<file path="config.mk">
export PLATFORM = sky130hd
export DESIGN_NAME = uart_imem_loader
export DESIGN_NICKNAME = d
export VERILOG_FILES = /design/src/rtl/uart_loader_pkg.sv /design/src/rtl/uart_byte_shifter.sv /design/src/rtl/uart_imem_loader.sv
export SDC_FILE = /design/constraint.sdc
export NUM_CORES = 1
export LEC_CHECK = 0
export ABC_AREA = 0
export CAP_MARGIN = 10
export CORE_ASPECT_RATIO = 1.2
export CORE_MARGIN = 1
export CORE_UTILIZATION = 45
export DETAILED_ROUTE_END_ITERATION = 8
export HOLD_SLACK_MARGIN = 0.15
export PLACE_DENSITY = 0.67
export SLEW_MARGIN = 20
export SYNTH_ARGS = -nofsm -noshare
export SYNTH_HDL_FRONTEND = slang
export SYNTH_SLANG_ARGS = --single-unit
export TNS_END_PERCENT = 20
</file>
<file path="constraint.sdc">
create_clock -name clk -period 5.6 [get_ports clk]
set_clock_uncertainty 0.1 [all_clocks]
set_input_delay 1.12 -clock clk [delete_from_list [all_inputs] [get_ports clk]]
set_output_delay 1.12 -clock clk [all_outputs]
set_load 0.03 [all_outputs]
</file>
<file path="src/rtl/uart_loader_pkg.sv">
// Shared types and constants for the UART instruction-memory loader.
// Optional feature macro: UART_LOADER_CHECKSUM_EN (adds the CSUM state).
package uart_loader_pkg;

    localparam int BYTES_PER_WORD = 4;
    localparam int LEN_BYTES      = 4;

    typedef enum logic [2:0] {
        ST_LEN  = 3'd0,
        ST_DATA = 3'd1,
`ifdef UART_LOADER_CHECKSUM_EN
        ST_CSUM = 3'd2,
`endif
        ST_DONE = 3'd3,
        ST_ERR  = 3'd4
    } loader_state_e;

endpackage

</file>
<file path="src/rtl/uart_byte_shifter.sv">
// Serial-to-parallel shifter for the UART receive strobe stream.
// The receiver window is 9 samples wide with a stale first sample, so after a
// full window only the last 8 samples (LSB first) remain in the shifter.
// The byte is presented on byte_q together with byte_vld in the byte_done
// cycle; the consumer captures it on the same clock edge.
module uart_byte_shifter (
    input  logic       clk,
    input  logic       rst,
    input  logic       bit_en_i,
    input  logic       bit_in_i,
    input  logic       byte_done_i,
    output logic [7:0] byte_q,
    output logic       byte_vld
);

    logic [7:0] sh_q;
    logic [7:0] sh_d;

    // Next shifter value: byte_done wins over a coincident bit strobe, and
    // the shifter is never cleared between bytes.
    always_comb begin
        sh_d = sh_q;
        if (byte_done_i) begin
            sh_d = sh_q;
        end else if (bit_en_i) begin
            sh_d = {bit_in_i, sh_q[7:1]};
        end
    end

    // Shifter register.
    always_ff @(posedge clk or posedge rst) begin
        if (rst) begin
            sh_q <= 8'h00;
        end else begin
            sh_q <= sh_d;
        end
    end

    assign byte_q   = sh_q;
    assign byte_vld = byte_done_i;

endmodule

</file>
<file path="src/rtl/uart_imem_loader.sv">
// Bootloader: receives a length-prefixed program image over the UART byte
// stream, packs bytes little-endian into 32-bit words and writes them to
// sequential instruction-memory addresses while holding the core in reset.
// Optional feature macro: UART_LOADER_CHECKSUM_EN -- a trailing XOR checksum
// byte over all preceding bytes (length included) must match for DONE.
module uart_imem_loader
    import uart_loader_pkg::*;
#(
    parameter int DEPTH  = 1024,
    parameter int ADDR_W = $clog2(DEPTH)
) (
    input  logic              clk,
    input  logic              rst,
    input  logic              bit_en,
    input  logic              bit_in,
    input  logic              byte_done,
    output logic              imem_we,
    output logic [ADDR_W-1:0] imem_addr,
    output logic [31:0]       imem_wdata,
    output logic              load_busy,
    output logic              load_done,
    output logic              load_error,
    output logic [ADDR_W:0]   words_loaded
);

    logic [7:0] rx_byte;
    logic       rx_vld;

    uart_byte_shifter u_shifter (
        .clk         (clk),
        .rst         (rst),
        .bit_en_i    (bit_en),
        .bit_in_i    (bit_in),
        .byte_done_i (byte_done),
        .byte_q      (rx_byte),
        .byte_vld    (rx_vld)
    );

    loader_state_e     state_q, state_d;
    logic [1:0]        byte_idx_q, byte_idx_d;
    logic [31:0]       word_q, word_d;
    logic [ADDR_W:0]   len_q, len_d;
    logic [ADDR_W:0]   words_q, words_d;
    logic              we_q, we_d;
    logic [ADDR_W-1:0] addr_q, addr_d;
    logic [31:0]       wdata_q, wdata_d;
    logic [31:0]       word_asm;
    logic              last_len_lane;
    logic              last_data_lane;
`ifdef UART_LOADER_CHECKSUM_EN
    logic [7:0]        csum_q, csum_d;
`endif

    // State entered once the payload (possibly empty) has been consumed.
    function automatic loader_state_e after_payload();
`ifdef UART_LOADER_CHECKSUM_EN
        return ST_CSUM;
`else
        return ST_DONE;
`endif
    endfunction

    // Next-state, packing and write-issue logic.
    always_comb begin
        state_d    = state_q;
        byte_idx_d = byte_idx_q;
        word_d     = word_q;
        len_d      = len_q;
        words_d    = words_q;
        we_d       = 1'b0;
        addr_d     = addr_q;
        wdata_d    = wdata_q;
`ifdef UART_LOADER_CHECKSUM_EN
        csum_d     = csum_q;
`endif
        word_asm                     = word_q;
        word_asm[8*byte_idx_q +: 8]  = rx_byte;
        last_len_lane                = (byte_idx_q == 2'(LEN_BYTES - 1));
        last_data_lane               = (byte_idx_q == 2'(BYTES_PER_WORD - 1));

        case (state_q)
            ST_LEN: begin
                if (rx_vld) begin
                    byte_idx_d = byte_idx_q + 2'd1;
                    word_d     = word_asm;
`ifdef UART_LOADER_CHECKSUM_EN
                    csum_d     = csum_q ^ rx_byte;
`endif
                    if (last_len_lane) begin
                        // Full 32-bit compare so upper length bits are never lost.
                        if (word_asm == 32'd0) begin
                            state_d = after_payload();
                        end else if (word_asm > 32'(DEPTH)) begin
                            state_d = ST_ERR;
                        end else begin
                            len_d   = word_asm[ADDR_W:0];
                            state_d = ST_DATA;
                        end
                    end
                end
            end
            ST_DATA: begin
                // Leave one cycle after the final write so DONE trails it.
                if (words_q == len_q) begin
                    state_d = after_payload();
                end else if (rx_vld) begin
                    byte_idx_d = byte_idx_q + 2'd1;
                    word_d     = word_asm;
`ifdef UART_LOADER_CHECKSUM_EN
                    csum_d     = csum_q ^ rx_byte;
`endif
                    if (last_data_lane) begin
                        we_d    = 1'b1;
                        addr_d  = words_q[ADDR_W-1:0];
                        wdata_d = word_asm;
                        words_d = words_q + {{ADDR_W{1'b0}}, 1'b1};
                    end
                end
            end
`ifdef UART_LOADER_CHECKSUM_EN
            ST_CSUM: begin
                if (rx_vld) begin
                    state_d = (rx_byte == csum_q) ? ST_DONE : ST_ERR;
                end
            end
`endif
            ST_DONE: state_d = ST_DONE;
            ST_ERR:  state_d = ST_ERR;
            default: state_d = ST_ERR;
        endcase
    end

    // Loader registers; reset returns every output to its idle value at once.
    always_ff @(posedge clk or posedge rst) begin
        if (rst) begin
            state_q    <= ST_LEN;
            byte_idx_q <= 2'd0;
            word_q     <= 32'd0;
            len_q      <= '0;
            words_q    <= '0;
            we_q       <= 1'b0;
            addr_q     <= '0;
            wdata_q    <= 32'd0;
`ifdef UART_LOADER_CHECKSUM_EN
            csum_q     <= 8'h00;
`endif
        end else begin
            state_q    <= state_d;
            byte_idx_q <= byte_idx_d;
            word_q     <= word_d;
            len_q      <= len_d;
            words_q    <= words_d;
            we_q       <= we_d;
            addr_q     <= addr_d;
            wdata_q    <= wdata_d;
`ifdef UART_LOADER_CHECKSUM_EN
            csum_q     <= csum_d;
`endif
        end
    end

    assign imem_we      = we_q;
    assign imem_addr    = addr_q;
    assign imem_wdata   = wdata_q;
    assign words_loaded = words_q;
    assign load_done    = (state_q == ST_DONE);
    assign load_error   = (state_q == ST_ERR);
    assign load_busy    = !(load_done || load_error);

endmodule

</file>
Yosys cells after proc, flatten, opt, wreduce, memory -nomap -nowiden. Cells that the tools add are included. Widths: inputs -> output; s select.

Add/subtract/negate cells: 3. $mul: 0. Div/mod/pow operators: 0. $lt $le $gt $ge: 1. Equal/unequal tests: 9. Shift-type cells: 2. Multiplexer cells: 17. Bitwise logic cells: 4. Reduce and logical (&&, ||, !) cells: 10.

Operators with widths (count): $mux 32 (2); $pmux 32 s2 (1); $neg 5->34 (1); $shift 8x34->32 const A (1); $shiftx 8x34->32 (1); $bwmux 32 (1); $gt 32x11->1 const B (1); $logic_not 32->1 (1); $mux 3 (5); $add 11x1->11 const B (1); $eq 11x11->1 (1); $pmux 3 s3 (1); $ne 2x2->1 const B (4); $reduce_and 5->1 (1); $mux 1 (4); $mux 2 (2); $not 1->1 (4); $pmux 2 s2 (1); $reduce_and 2->1 (2); $reduce_and 4->1 (1); $eq 3x1->1 const B (1); $eq 3x2->1 const B (1); $eq 3x3->1 const B (1); $logic_not 3->1 (1); other kinds (6) (6).

Register bits: 110. Latch bits: 0. RAM bits: 0. ROM bits: 0. Word-level logic and storage cells: 55. Memories kept: 0.

Longest topological paths before layout.
Word-level depth: 9. Gate-level depth with buffers: 12. Depth with buffers taken out: 8.

Cells and area by module. From an unflattened synthesis, not the netlist that was laid out.

Cell total of the unflattened synthesis: 491. Area, all modules: 5106.1 um^2.

By module, submodules not included: uart_imem_loader (instances 1, cells each 471, area each 4749.6 um^2, seq. area each 2552.4 um^2); uart_byte_shifter (instances 1, cells each 20, area each 356.6 um^2, seq. area each 200.2 um^2).

Least setup slack after synthesis. No wires, ideal clock.

Path type: flip-flop to output port. Start point: reg state_q[0]. End point: out load_busy. Data arrival time: 1587 ps. Required time: 4380 ps. Slack: 2793 ps. Cell stages (with the launch flop): 3. Cell sequence: dfrtp_1 nor3b_1 nor2_1.

Word-level cells in the longest chain between the ends: 3.

Ends and longest elaborated chain: from (decl) (line uart_imem_loader.sv:39) `loader_state_e state_q, state_d;`; from (signal assigned) (line uart_imem_loader.sv:148) `state_q <= state_d;`; $eq 3x3->1 (line uart_imem_loader.sv:167) `assign load_error = (state_q == ST_ERR);`; via load_error (line uart_imem_loader.sv:22) `output logic load_error,`; $logic_or 1x1->1 (line uart_imem_loader.sv:168) `assign load_busy = !(load_done || load_error);`; $logic_not 1->1 (line uart_imem_loader.sv:168); to (decl) (line uart_imem_loader.sv:20) `output logic load_busy,`.

The timed path passes the listed nets, and every way through them passes these cells.

Worst setup path after layout.
Start point: reg byte_idx_q[0]. End point: reg len_q[10].

Word-level cells in the longest chain between the ends: 6.

Ends and longest elaborated chain: from (decl) (line uart_imem_loader.sv:40) `logic [1:0] byte_idx_q, byte_idx_d;`; from (signal assigned) (line uart_imem_loader.sv:149) `byte_idx_q <= byte_idx_d;`; $neg 5->34 (line uart_imem_loader.sv:77) `word_asm[8*byte_idx_q +: 8] = rx_byte;`; $shiftx 8x34->32 / $shift 8x34->32 (equally long branches) (line uart_imem_loader.sv:77); $bwmux 32 (line uart_imem_loader.sv:77); $gt 32x11->1 / $logic_not 32->1 (equally long branches) (line uart_imem_loader.sv:93, uart_imem_loader.sv:91); $not 1->1 (no line); $reduce_and 5->1 (no line); to (signal assigned) (line uart_imem_loader.sv:151) `len_q <= len_d;`; to (decl) (line uart_imem_loader.sv:42) `logic [ADDR_W:0] len_q, len_d;`.

Parallel ways exist; a longest one is shown, timed or not. A chain may end at the register's enable or synchronous reset.

==> results.json <==
{
  "max_stage_delay_ns": 0.91,
  "cts_resized": 0,
  "rsz0062_at_grt": "no",
  "p_leak_uw": 0.00272,
  "fin_total_pwr_uw": 1610,
  "yosysMostFrequentCell": "dfrtp_1",
  "yosysWarnings": 0,
  "row_count": 42,
  "critPathLaunchType": "register",
  "cts_setup_buffers": 0,
  "hpwl_um": 7700,
  "coreArea_um2": 11000,
  "drtPass1Iterations": 4,
  "overflow": 0,
  "viasPerCell": 5.47,
  "grt_use_total_pct": 20.3,
  "syn_area_um2": 5080,
  "synthCells": 505,
  "yosys_most_used_dff": "dfrtp_1",
  "gp_congestion": 0.800,
  "area_delta_synth_final_pct": 17.9,
  "max-cap-violations": 0,
  "h-tree-depth": 3,
  "cts_hold_buf": 0,
  "worst_path_max_delay_cell": "nor4bb_1",
  "grt_pass1_vias": 3761,
  "slew_headroom_pct": 30.5,
  "antenna_found_initial": 0,
  "ys_ff_latch": 110,
  "postSynth.asyncResetShare_pct": 100,
  "crit_path_end_kind": "register",
  "setup_viol": 0,
  "routedWlPerCell_um": 16.2,
  "required_ns": 5.73,
  "whs_ns": 0.378,
  "ys_types": 42,
  "drt_iter0_drc": 164,
  "clk_latency_ns": 0.35,
  "fillCellCount": 986,
  "post-route-drc-count": 0,
  "synth_top_area_cell": "dfrtp_1",
  "numCtsBuffers": 9,
  "synth_common_cells": "dfrtp_1 (110), nand2_1 (79), o21ai_0 (39)",
  "worst_ep_arrival_time_ns": 4.08,
  "nets": 560,
  "synth_area_leaders": "dfrtp_1 (54%), nand2_1 (5.8%), o21ai_0 (3.8%)",
  "ant_nets": 0,
  "crit_fanout": 13,
  "antenna_cells": 0,
  "pwr_density_cell_nw_per_um2": 268,
  "hold_class": "register to register",
  "io_buffers": 61,
  "yosysSeqAreaShare_pct": 54.1,
  "cp_top_family": "simple AND/OR/NAND/NOR gates",
  "crit_type": "register to register",
  "tightest_slew_ns": 1.03,
  "synth-edff-count": 0,
  "syn_nets": 517,
  "die_y_um": 118,
  "synth_top_area_share_pct": 54.1,
  "outcome": "complete, no violations",
  "worstPathCellList": "inv_1 > ha_1 > nor4bb_1 > a21oi_1 > nand3_1 > nor4_2 > o211ai_2 > mux2_2",
  "clock_sinks": 110,
  "max-vdd-ir-drop_v": 0.000147,
  "post-route-util_pct": 54.3,
  "start_util_pct": 46.1,
  "avgSynthCellArea_um2": 10.1,
  "tritoncts": "built",
  "cts-root-buf": "clkbuf_16",
  "vias": 3745,
  "fin_crit_sh_pct": 70.5,
  "grt_pass1_wl_um": 18600,
  "dieArea_um2": 11700,
  "drive_gt1_share_pct": 7.96,
  "tns_ns": 0,
  "grt_start_max_net_pins": 79,
  "final_max_slew_viol_count": 0,
  "die_x_um": 99.0,
  "hold_viol_final": 0,
  "max_freq_ghz": 0.253,
  "wl_um": 11100,
  "ioPinCount": 62,
  "path_clk_slew_ns": 0.07,
  "crit_buf_inv": 1,
  "min_period_ns": 3.95,
  "cts_buffer_depth": 2
}
==> worst paths after layout <==
path / startpoint / to / slack, ns / depth (start not counted)
setup / recovery: byte_idx_q[0]$_DFFE_PP0P_ / len_q[10]$_DFFE_PP0P_ / 1.65 / 8
hold reg to reg: imem_wdata[9]$_DFFE_PP0P_ / imem_wdata[9]$_DFFE_PP0P_ / 0.38 / 2
max in group asynchronous: rst / word_q[4]$_DFFE_PP0P_ / 3.15 / 3
setup reg to reg: byte_idx_q[0]$_DFFE_PP0P_ / len_q[10]$_DFFE_PP0P_ / 1.65 / 8
hold / removal: imem_wdata[9]$_DFFE_PP0P_ / imem_wdata[9]$_DFFE_PP0P_ / 0.38 / 2
min in group asynchronous: rst / imem_wdata[4]$_DFFE_PP0P_ / 1.24 / 2
==> metal layers <==
layer	up-vias	wire length (um)	track usage (%)
li1	1805	-	-
met1	1824	4850	25.2
met2	93	5540	34.4
met3	23	401	2.90
met4	0	329	10.2
met5	-	0	0
==> tightest hold or removal path, stage by stage, from the launching register on <==
cell     delay (ns)
dfrtp_1        0.34
nand2_1        0.05
o21ai_0        0.06
==> through the flow <==
stage	instances	worst slack (ns)	cell area (um2)
3_3_place_gp	669	1.72	5730
6_report	685	1.65	6000
5_1_grt	685	1.34	6000
4_1_cts	685	1.65	6000
2_1_floorplan	505	1.48	5080
3_5_place_dp	669	1.61	5730
==> power by group <==
part / leakage [uW] / internal [uW] / total, uW / switching [uW]
sequential: 0.00139 / 826 / 897 / 71.0
clock: 0.000122 / 302 / 593 / 290
combinational: 0.00121 / 47.2 / 116 / 68.7
total: 0.00272 / 1180 / 1610 / 430
==> cell families (layout without fill, tap and decap cells) <==
kind of cell,Yosys count,after routing,synth area share [%]
compound gates,102,102,12.1
xor+xnor,22,22,3.79
fa+ha+maj,7,7,1.72
buf+inv,53,101,4.75
flops,110,110,54.1
mux,23,23,4.77
simple gates,188,188,18.8
==> cell usage in the layout, fill, tap and decap left out, types with 15 or more instances in the layout <==
cell / count
xnor2_1: 15
nor2b_1: 28
nor2_1: 28
inv_1: 19
a31oi_1: 21
o21ai_0: 39
nand2_1: 79
a21oi_1: 28
dfrtp_1: 110
clkdlybuf4s50_1: 61
==> sequential cells by signal (all words and copies together), names as in the netlist <==
| register | flops |
|---|---|
| byte_idx_q | 2 |
| imem_addr | 10 |
| imem_wdata | 32 |
| imem_we | 1 |
| len_q | 11 |
| state_q | 3 |
| u_shifter.byte_q | 8 |
| word_q | 32 |
| words_loaded | 11 |
==> area by class of cell <==
type / instances / area, um2 / area share, %
Clock buffer: 11 / 233 / 3.88
Clock inverter: 5 / 36.3 / 0.605
Sequential cell: 110 / 2750 / 45.9
Multi-Input combinational cell: 342 / 2090 / 34.9
Tap cell: 132 / 165 / 2.75
Inverter: 20 / 77.6 / 1.29
Timing Repair Buffer: 65 / 641 / 10.7
(Power assumes the default switching activity.)
